===== src/rtl/parking_gate_ctrl.sv =====
// Parking gate controller: queues enter/exit pulses, tracks slot occupancy and
// entry time, charges a time-based fee on exit and sequences the two gates.

module parking_gate_ctrl #(
    parameter int SLOTS      = 16,
    parameter int MAX_CARS   = 16,
    parameter int TICK_DIV   = 100000000,
    parameter int TIME_W     = 16,
    parameter int RATE       = 2,
    parameter int FEE_W      = 16,
    parameter int GATE_CYC   = 50000000,
    parameter int FIFO_DEPTH = 4
) (
    input  logic             clk,
    input  logic             rst,
    input  logic             enter,
    input  logic             exit,
    input  logic [3:0]       car_nb,
    input  logic             fee_ack,
    output logic             gate_in_open,
    output logic             gate_out_open,
    output logic [4:0]       occupancy,
    output logic             full,
    output logic [FEE_W-1:0] fee,
    output logic             fee_valid,
    output logic             err_evt,
    output logic             evt_drop,
    output logic             busy
);
    localparam int PW    = (TICK_DIV > 1) ? $clog2(TICK_DIV) : 1;
    localparam int GW    = (GATE_CYC > 1) ? $clog2(GATE_CYC) : 1;
    localparam int AW    = $clog2(FIFO_DEPTH);
    localparam int PRODW = TIME_W + FEE_W;
    localparam logic [4:0] OCC_MAX = 5'(MAX_CARS);

    typedef struct packed {
        logic       is_exit;
        logic [3:0] car;
    } evt_t;

    typedef enum logic [2:0] {
        S_IDLE, S_CHECK, S_GATE_IN, S_FEE_CALC, S_WAIT_ACK, S_GATE_OUT
    } state_t;

    state_t state, state_nx;

    // ---------------- timebase ----------------
    logic [PW-1:0]     presc;
    logic [TIME_W-1:0] now_t;

    always_ff @(posedge clk or posedge rst) begin
        if (rst) begin
            presc <= '0;
            now_t <= '0;
        end else if (presc == PW'(TICK_DIV - 1)) begin
            presc <= '0;
            now_t <= now_t + 1'b1;
        end else begin
            presc <= presc + 1'b1;
        end
    end

    // ---------------- event FIFO ----------------
    evt_t          fifo_mem [FIFO_DEPTH];
    logic [AW:0]   wr_ptr, rd_ptr;
    logic          fifo_empty, fifo_full;
    logic          one_evt, both_evt, push, pop;
    evt_t          in_evt;

    assign fifo_empty = (wr_ptr == rd_ptr);
    assign fifo_full  = (wr_ptr[AW] != rd_ptr[AW]) &&
                        (wr_ptr[AW-1:0] == rd_ptr[AW-1:0]);
    assign one_evt    = enter ^ exit;
    assign both_evt   = enter & exit;
    // A full FIFO refuses the push even if the FSM pops in the same cycle.
    assign push       = one_evt & ~fifo_full;
    assign in_evt     = '{is_exit: exit, car: car_nb};

    always_ff @(posedge clk) begin
        if (push)
            fifo_mem[wr_ptr[AW-1:0]] <= in_evt;
    end

    always_ff @(posedge clk or posedge rst) begin
        if (rst) begin
            wr_ptr   <= '0;
            rd_ptr   <= '0;
            evt_drop <= 1'b0;
        end else begin
            if (push) wr_ptr <= wr_ptr + 1'b1;
            if (pop)  rd_ptr <= rd_ptr + 1'b1;
            evt_drop <= both_evt | (one_evt & fifo_full);
        end
    end

    // ---------------- FSM ----------------
    evt_t                         cur;
    logic [SLOTS-1:0]             slot_map;
    logic [SLOTS-1:0][TIME_W-1:0] stamp;
    logic [GW-1:0]                gate_cnt;
    logic [TIME_W-1:0]            dur;
    logic                         slot_hit, gate_last;
    logic                         do_admit, do_release, do_err;

    assign slot_hit  = slot_map[cur.car];
    assign gate_last = (gate_cnt == GW'(GATE_CYC - 1));

    always_ff @(posedge clk or posedge rst) begin
        if (rst) state <= S_IDLE;
        else     state <= state_nx;
    end

    always_comb begin
        state_nx   = state;
        pop        = 1'b0;
        do_admit   = 1'b0;
        do_release = 1'b0;
        do_err     = 1'b0;
        case (state)
            S_IDLE: begin
                if (!fifo_empty) begin
                    pop      = 1'b1;
                    state_nx = S_CHECK;
                end
            end
            S_CHECK: begin
                if (!cur.is_exit) begin
                    if (slot_hit || occupancy == OCC_MAX) begin
                        do_err   = 1'b1;
                        state_nx = S_IDLE;
                    end else begin
                        do_admit = 1'b1;
                        state_nx = S_GATE_IN;
                    end
                end else if (!slot_hit) begin
                    do_err   = 1'b1;
                    state_nx = S_IDLE;
                end else begin
                    do_release = 1'b1;
                    state_nx   = S_FEE_CALC;
                end
            end
            S_GATE_IN:  if (gate_last) state_nx = S_IDLE;
            S_FEE_CALC: state_nx = S_WAIT_ACK;
            S_WAIT_ACK: if (fee_ack) state_nx = S_GATE_OUT;
            S_GATE_OUT: if (gate_last) state_nx = S_IDLE;
            default:    state_nx = S_IDLE;
        endcase
    end

    // ---------------- datapath ----------------
    logic [PRODW-1:0] fee_prod;
    logic [FEE_W-1:0] fee_sat;

    // Product kept wide so any bit above FEE_W means saturation.
    assign fee_prod = PRODW'(dur) * PRODW'(RATE);
    assign fee_sat  = (|fee_prod[PRODW-1:FEE_W]) ? '1 : fee_prod[FEE_W-1:0];

    always_ff @(posedge clk or posedge rst) begin
        if (rst) begin
            cur       <= '0;
            slot_map  <= '0;
            stamp     <= '0;
            occupancy <= '0;
            dur       <= '0;
            fee       <= '0;
            err_evt   <= 1'b0;
            gate_cnt  <= '0;
        end else begin
            err_evt <= do_err;
            if (pop)
                cur <= fifo_mem[rd_ptr[AW-1:0]];
            if (do_admit) begin
                slot_map[cur.car] <= 1'b1;
                stamp[cur.car]    <= now_t;
                occupancy         <= occupancy + 1'b1;
            end
            if (do_release) begin
                slot_map[cur.car] <= 1'b0;
                occupancy         <= occupancy - 1'b1;
                dur               <= now_t - stamp[cur.car];
            end
            if (state == S_FEE_CALC)
                fee <= fee_sat;
            if ((state == S_GATE_IN || state == S_GATE_OUT) && !gate_last)
                gate_cnt <= gate_cnt + 1'b1;
            else
                gate_cnt <= '0;
        end
    end

    assign gate_in_open  = (state == S_GATE_IN);
    assign gate_out_open = (state == S_GATE_OUT);
    assign fee_valid     = (state == S_WAIT_ACK);
    assign full          = (occupancy == OCC_MAX);
    assign busy          = (state != S_IDLE) || !fifo_empty;

endmodule


===== config.mk =====
export PLATFORM = sky130hd
export DESIGN_NAME = parking_gate_ctrl
export DESIGN_NICKNAME = d
export VERILOG_FILES = /design/src/rtl/parking_gate_ctrl.sv
export SDC_FILE = /design/constraint.sdc
export NUM_CORES = 1
export LEC_CHECK = 0
export BUFFER_PORTS_ARGS = -buffer_cell sky130_fd_sc_hd__buf_2
export CORE_ASPECT_RATIO = 0.6
export CORE_UTILIZATION = 50
export DETAILED_ROUTE_END_ITERATION = 10
export GPL_TIMING_DRIVEN = 0
export PLACE_DENSITY_LB_ADDON = 0.12
export SKIP_CTS_REPAIR_TIMING = 1
export SLEW_MARGIN = 40
export SYNTH_ARGS = -nofsm -noshare
export SYNTH_HDL_FRONTEND = slang
export SYNTH_SLANG_ARGS = --single-unit

===== constraint.sdc =====
create_clock -name clk -period 30.6 [get_ports clk]
set_input_delay 6.12 -clock clk [delete_from_list [all_inputs] [get_ports clk]]
set_output_delay 6.12 -clock clk [all_outputs]
set_load 0.05 [all_outputs]

Word-level counts from Yosys, hierarchy flattened
Memories as Yosys holds them, arrays and structs flattened. A register that Yosys moved wholly into a read port is not among the register bits. Index checks and enable logic that the tools add are counted.

Bits in read-only memories: 0. Latch bits: 0. RAM bits: 20. Output and inout port bits: 28. Memories: 1. Input bits: 9. Register bits: 389. Word-level logic and storage cells: 112.

Divide/modulo/power cells: 0. Multipliers: 0. Bitwise logic cells: 9. $add $sub $neg: 8. Muxes and demuxes: 37. Reductions and logical operators: 13. Order comparisons: 2. Equality and inequality tests: 14. Shift operators: 0.

Memory list: fifo_mem (words 4, width 5, read ports 1, clocked after memory_dff 1, wr ports 1, RTL line 64) `evt_t fifo_mem [FIFO_DEPTH];`.

Operators with widths (count): 256-bit bitwise mux (1); 16-bit two-way mux (5); 16-bit binary-select mux with 4-bit select (1); 16-bit demux with 4-bit select (1); 27-bit by 1-bit adder with 27-bit output (second input constant) (1); 27-bit == test (second input constant) (1); 27-bit two-way mux (1); 26-bit by 1-bit adder with 26-bit output (second input constant) (1); 26-bit == test (second input constant) (1); 26-bit two-way mux (1); 16-bit by 1-bit adder with 16-bit output (second input constant) (1); 16-bit bitwise AND (1); 1-bit two-way mux (16); 16-bit inverter (1); 16-bit bitwise OR (1); 16-bit subtractor (1); 3-bit case mux with 5 select lines (1); 3-bit two-way mux (4); 5-bit two-way mux (2); 3-bit by 1-bit adder with 3-bit output (second input constant) (2); 3-bit by 2-bit == test with 1-bit output (second input constant) (2); 3-bit == test (second input constant) (2); 5-bit by 1-bit adder with 5-bit output (second input constant) (1); 5-bit == test (second input constant) (1); other kinds (24) (33).

Depth between registers and ports, before layout
Gate-level depths: netlist of run 1.

Word-level depth: 9. Depth in mapped cells: 14. Mapped depth without buffers: 10.

Worst setup path before layout of run 1
OpenSTA, ideal clock, no wires.

Kind: reg2out. Start: register state[2]. End: output gate_in_open. Cell stages (with the launch flop): 3. Data arrival time: 1.722 ns. Slack: 22.758 ns. Buffers on the path: 1. Cells stage by stage: dfrtp_1 > clkbuf_1 > nor3b_1.

Cells in the longest elaborated chain, start to end: 1.

Ends and longest elaborated chain: start, declared (RTL line 45) `state_t state, state_nx;`; start signal, assigned (RTL line 110) `else state <= state_nx;`; 3-bit by 2-bit == test with 1-bit output (RTL line 192) `assign gate_in_open = (state == S_GATE_IN);`; end, declared (RTL line 20) `output logic gate_in_open,`.

No other way between the ends.

Final worst setup path of run 1
Start: register rd_ptr[0]. End: output busy.

Cells in the longest elaborated chain, start to end: 3.

Ends and longest elaborated chain: start, declared (RTL line 65) `logic [AW:0] wr_ptr, rd_ptr;`; start signal, assigned (RTL line 91) `if (pop) rd_ptr <= rd_ptr + 1'b1;`; 3-bit == test (RTL line 70) `assign fifo_empty = (wr_ptr == rd_ptr);`; 1-bit logical NOT (RTL line 196) `assign busy = (state != S_IDLE) || !fifo_empty;`; 1-bit logical OR (RTL line 196); end, declared (RTL line 28) `output logic busy`.

No other way between the ends.

==> results.yml, run 1 <==
cells_and_area:
  area_delta_synth_final_pct: 12.2
  final_cell_mix: "dfrtp_1, mux2_2, nor2_1"
  layout_commonest_cell: "dfrtp_1"
  n_antenna_cell: 0
  drive_gt1_frac: 0.349
  final_cells: 2050
  final_nets: 1547
  n_fill_cell: 3066
synthesis:
  netlist_area_um2: 19500
  yosys_warnings: 0
  ys_top_cells_by_area: "dfrtp_1, mux2_2, mux4_2, edfxtp_1, xor2_1"
  async_flop_share: 0.952
  synth.distinct_cells: 61
  syn_avg_cell_area_um2: 13.7
  synth_cells: 1425
  synth_edf_count: 20
  yosysTopAreaCellShare: 0.506
  ys_seq_area_frac: 0.537
  synth-seq-cells: 414
  synth_top_area_cell: "dfrtp_1"
  syn-num-nets: 1464
  postSynth.topFlopCell: "dfrtp_1"
critical_path:
  rrSetupSlack_ps: 25010
  criticalPathCategory: "flop to output pin"
  start_kind: "flop"
  end_kind: "output pin"
  crit_fanout: 7
  worstPathArrival_ps: 2240
  crit_required_ps: 24480
  endpoint: "busy"
  cpMaxStageDelayCell: "clkbuf_1"
  timing.rr.start: "cur[1]$_DFFE_PP0P_"
  path_common_cell: "nand2_1"
  worst-r2r-cell-count: 14
  max_stage_delay_ps: 450
  path_cells: "clkbuf_1, xnor2_1, nand2_1, nor2_1, nand2_1, buf_2"
  crit_start: "rd_ptr[0]$_DFFE_PP0P_"
  r2r_end: "dur[14]$_DFFE_PP0P_"
global_routing:
  grt_pass1_vias: 11700
  gr-total-overflow: 0
  grt_first_pass_wirelength_um: 73500
  grtUsageTotal: 0.246
  antenna_found_initial: 2
  grt_max_degree: 80
clock_network:
  clockBufferDepth: 3
  cts_made_buffers: 40
  htreeDepth: 2
  cts_tree: "yes"
  path_clk_slew_ps: 60
  cts.sinks: 414
  clockRootBuffer: "clkbuf_16"
  clk_latency_ps: 550
routing:
  vias: 11900
  wl_per_cell_um: 23.0
  post_drt_via_cell_ratio: 5.83
  wl_um: 47100
  drc: 0
  dr.pass1.iters: 5
  final_antenna_net_count: 0
  drt_iter0_drc: 885
sta:
  relSlewSlack: 0.418
  rsz0062_at_grt: "false"
  max_freq_ghz: 0.120
  finalSetupViolations: 0
  finalHoldViolCount: 0
  period_minus_slack_ps: 8360
  setup-tns-final_ps: 0
  final_max_slew_viol_count: 0
  fin_skew_ps: 19.2
  tightestPinTransition_ps: 872
  finalCritPeriodShare: 0.273
power_and_ir_drop:
  p_leak_nw: 10.2
  powerDensity_nw_per_um2: 69.1
  max-vdd-ir-drop_mv: 0.0580
floorplan:
  core_um2: 38100
  num_rows: 55
  die-area_um2: 39800
  die_h_um: 155
  die_w_um: 257
  start_util: 0.512
  ioPinCount: 37
placement:
  io_buffers: 36
  dpl.hpwl_um: 32800
  dp.cells: 1979
  place.gp.congestion: 0.830
flow_run:
  drv_cap: 0
hold_path:
  hold_class: "flop to flop"
  hp-start: "fee[12]$_DFFE_PP0N_"
run_status:
  status: "finished clean"
-- cell usage after synthesis (all sizes together), types with 3 or more instances --
library cell	count
nand2b	7
buf	38
nor3	15
a2bb2oi	8
nand2	72
ha	28
and4	5
nand3	33
or3	6
or4b	3
inv	39
mux2	280
a21o	3
xnor2	36
and2	9
a31oi	4
nand4	15
clkbuf	48
nor2	95
mux2i	7
o21a	5
nor2b	10
edfxtp	20
mux4	88
and3	16
a21oi	23
dfrtp	394
nor4	4
o211ai	5
xor2	46
o21ai	36
-- state kept, by name, indices dropped and copies added, names as in the netlist --
name	cells
slot_map	16
rd_ptr	3
stamp	256
fee	16
state	3
now_t	16
cur	5
err_evt	1
presc	27
fifo_mem	20
wr_ptr	3
gate_cnt	26
dur	16
evt_drop	1
occupancy	5
-- cells by family after synthesis --
logic type,share of synthesized area
buffers and inverters,0.0277
AOI/OAI and AO/OA,0.0336
xor gates and xnor gates,0.0369
and+or+nand+nor,0.0778
adders and majority gates,0.0200
DFF,0.537
muxes,0.267
-- metal layers --
metal | global-route usage | part of all wire
met5 | 0 | 0
met4 | 0.0402 | 0.011
met3 | 0.0665 | 0.082
met2 | 0.322 | 0.39
met1 | 0.405 | 0.51
-- per-stage QoR --
step                      worst slack (ps)  power (mW)  area [um^2]  hold WS [ps]   util
after detailed placement             22610       0.993        20500           465  0.538
after CTS                            22170        1.52        21900           479  0.575
after floorplan                      13530       0.882        19500           453      -
after global routing                 22030        1.58        21900           505  0.575
final                                22240        1.51        21900           469  0.575
after global placement                9240       0.985        20300           460  0.534
-- worst max-delay path: cells and delay by family, from the launching register on --
| kind | cells | cell delay, ps |
|---|---|---|
| xor+xnor | 1 | 280 |
| buf+inv | 2 | 670 |
| flops | 1 | 350 |
| simple gates | 3 | 400 |
-- final cells by class --
cell class | instances | area [um^2] | share of cell area
clock inverters | 16 | 241 | 0.0110
inverters | 39 | 154 | 0.00704
repair buffers | 41 | 318 | 0.0145
multi-input cells | 886 | 8500 | 0.389
plain buffers | 86 | 408 | 0.0187
well taps | 513 | 642 | 0.0294
clock buffers | 55 | 1150 | 0.0525
flip-flops and latches | 414 | 10500 | 0.478
-- worst min path at each step --
| stage | to | slack (ps) | depth (start not counted) |
|---|---|---|---|
| 2_1_floorplan | presc[4]$_DFF_PP0_ | 450 | 1 |
| 3_3_place_gp | fee[11]$_DFFE_PP0N_ | 460 | 2 |
| 3_5_place_dp | fee[12]$_DFFE_PP0N_ | 470 | 2 |
| 4_1_cts | fee[12]$_DFFE_PP0N_ | 480 | 2 |
| 5_1_grt | fee[12]$_DFFE_PP0N_ | 510 | 2 |
| 6_report | fee[12]$_DFFE_PP0N_ | 470 | 2 |
-- power by group --
group,switching [mW],internal [mW]
Combinational,0.238,0.137
Clock,0.214,0.314
Sequential,0.0235,0.584
Total,0.476,1.04
(Power assumes the default switching activity.)
==> inputs of run 2 (changes only) <==
==> constraint.sdc (replaced) <==
create_clock -name clk -period 8.2 [get_ports clk]
set_input_delay 1.64 -clock clk [delete_from_list [all_inputs] [get_ports clk]]
set_output_delay 1.64 -clock clk [all_outputs]
set_load 0.05 [all_outputs]
==> run 2 against run 1 <==
Net effect:
- utilization increased by 1.0 points
- non-clock buffer count grew 14
- final cell count up 0.73%
- count of clock-buffer cells in the layout rose by 2
- via count hardly changed
- setup slack got worse by 20000 ps
- sequential share of layout area decreased by 0.83 points
- largest power group unchanged
- highest routed layer unchanged
==> results.yml, run 2 (synthesized netlist as in run 1, its figures left out) <==
routing:
  wl_um: 47400
  drc: 0
  dr.pass1.iters: 5
  wl_per_cell_um: 22.9
  drt_iter0_drc: 930
  post_drt_via_cell_ratio: 5.79
  vias: 12000
  final_antenna_net_count: 0
cells_and_area:
  regMostFlops: "stamp"
  final_cell_mix: "dfrtp_1, mux2_2, nor2_1"
  drive_gt1_frac: 0.358
  n_fill_cell: 3025
  largest_reg_flops: 256
  final_cells: 2065
  area_delta_synth_final_pct: 14.2
  layout_commonest_cell: "dfrtp_1"
  final_nets: 1561
  n_antenna_cell: 0
  top_regs: "stamp x256, presc x27, gate_cnt x26"
global_routing:
  grtUsageTotal: 0.249
  grt_max_degree: 26
  grt_pass1_vias: 12200
  gr-total-overflow: 0
  antenna_found_initial: 0
  grt_first_pass_wirelength_um: 75000
clock_network:
  clk_latency_ps: 540
  cts_made_buffers: 40
  path_clk_slew_ps: 70
  htreeDepth: 2
  cts.sinks: 414
  cts_tree: "yes"
  clockBufferDepth: 3
  clockRootBuffer: "clkbuf_16"
power_and_ir_drop:
  seqPwrFrac: 0.394
  powerDensity_nw_per_um2: 258
  combPwrFrac: 0.247
  p_leak_nw: 10.4
  max-vdd-ir-drop_mv: 0.155
  switching_share: 0.313
  p_total_mw: 5.74
  p_int_mw: 3.94
  p_sw_mw: 1.80
  clkPwrFrac: 0.358
critical_path:
  start_kind: "flop"
  end_kind: "flop"
  worstPathArrival_ps: 6210
  crit_required_ps: 8680
  criticalPathCategory: "flop to flop"
  rrSetupSlack_ps: 2470
  crit_fanout: 10
sta:
  final_max_slew_viol_count: 0
  finalCritPeriodShare: 0.699
  tightestPinTransition_ps: 837
  relSlewSlack: 0.439
  finalSetupViolations: 0
  period_minus_slack_ps: 5730
  finalHoldViolCount: 0
  fin_skew_ps: 13.8
  rsz0062_at_grt: "false"
  max_freq_ghz: 0.174
floorplan:
  die_w_um: 257
  num_rows: 55
  core_um2: 38100
  start_util: 0.512
  ioPinCount: 37
  die_h_um: 155
  die-area_um2: 39800
hold_path:
  hold_class: "flop to flop"
placement:
  place.gp.congestion: 0.848
  dp.cells: 1993
  io_buffers: 36
  dpl.hpwl_um: 34000
flow_run:
  drv_cap: 0
run_status:
  status: "finished clean"
-- run 2: cell types whose count changed in the layout (fill, tap and decap cells not counted), sizes merged --
cell / before / now
clkinvlp: 2 / 5
clkinv: 7 / 4
inv: 40 / 39
buf: 79 / 93
clkbuf: 103 / 105
-- run 2: cell type report --
class	count	area (um^2)	area share
inverters	39	150	0.00675
plain buffers	86	407	0.0183
clock inverters	15	239	0.0107
clock buffers	57	1230	0.0552
repair buffers	55	643	0.0289
flip-flops and latches	414	10500	0.470
multi-input cells	886	8480	0.381
well taps	513	642	0.0288
-- run 2: layer usage --
metal / share of wire / global-route usage
met5: 0 / 0
met3: 0.074 / 0.0735
met2: 0.40 / 0.329
met4: 0.015 / 0.0488
met1: 0.52 / 0.401
-- run 2: worst paths after layout --
check                                         start                   to  cells past startpoint
worst max register to register   cur[1]$_DFFE_PP0P_  dur[14]$_DFFE_PP0P_                     14
worst min register to register  fee[12]$_DFFE_PP0N_  fee[12]$_DFFE_PP0N_                      2
worst min-delay path            fee[12]$_DFFE_PP0N_  fee[12]$_DFFE_PP0N_                      2
max in group asynchronous                       rst   presc[2]$_DFF_PP0_                      5
min in group asynchronous                       rst   evt_drop$_DFF_PP0_                      2
worst max-delay path             cur[1]$_DFFE_PP0P_  dur[14]$_DFFE_PP0P_                     14
-- run 2: through the flow --
step / setup TNS [ps] / instance area, um^2 / hold WS, ps / util / setup WS, ps
finish: 0 / 22300 / 481 / 0.585 / 2470
global route: 0 / 22300 / 502 / 0.585 / 2230
CTS: 0 / 22300 / 482 / 0.585 / 2540
detailed placement: 0 / 20800 / 467 / 0.546 / 2570
global placement: -408130 / 20300 / 460 / 0.534 / -1060
floorplan: 0 / 19500 / 453 / - / 1260
-- run 2: power by group through the flow --
stage | combinational [mW] | clock [mW] | sequential, mW
2_1_floorplan | 0.953 | 0 | 2.34
3_3_place_gp | 1.37 | 0 | 2.30
3_5_place_dp | 1.42 | 0 | 2.30
4_1_cts | 1.43 | 2.09 | 2.26
5_1_grt | 1.52 | 2.17 | 2.28
6_report | 1.42 | 2.06 | 2.26
-- run 2: worst max-delay path, stage by stage, from the launching register on --
cell	delay, ps
dfrtp_1	320
buf_2	210
buf_1	500
buf_1	670
clkbuf_1	690
mux4_2	490
mux4_2	550
inv_1	80
ha_1	270
nor2b_1	160
o31a_1	280
o32ai_1	640
nor3_1	170
or4b_1	530
nand3_1	90
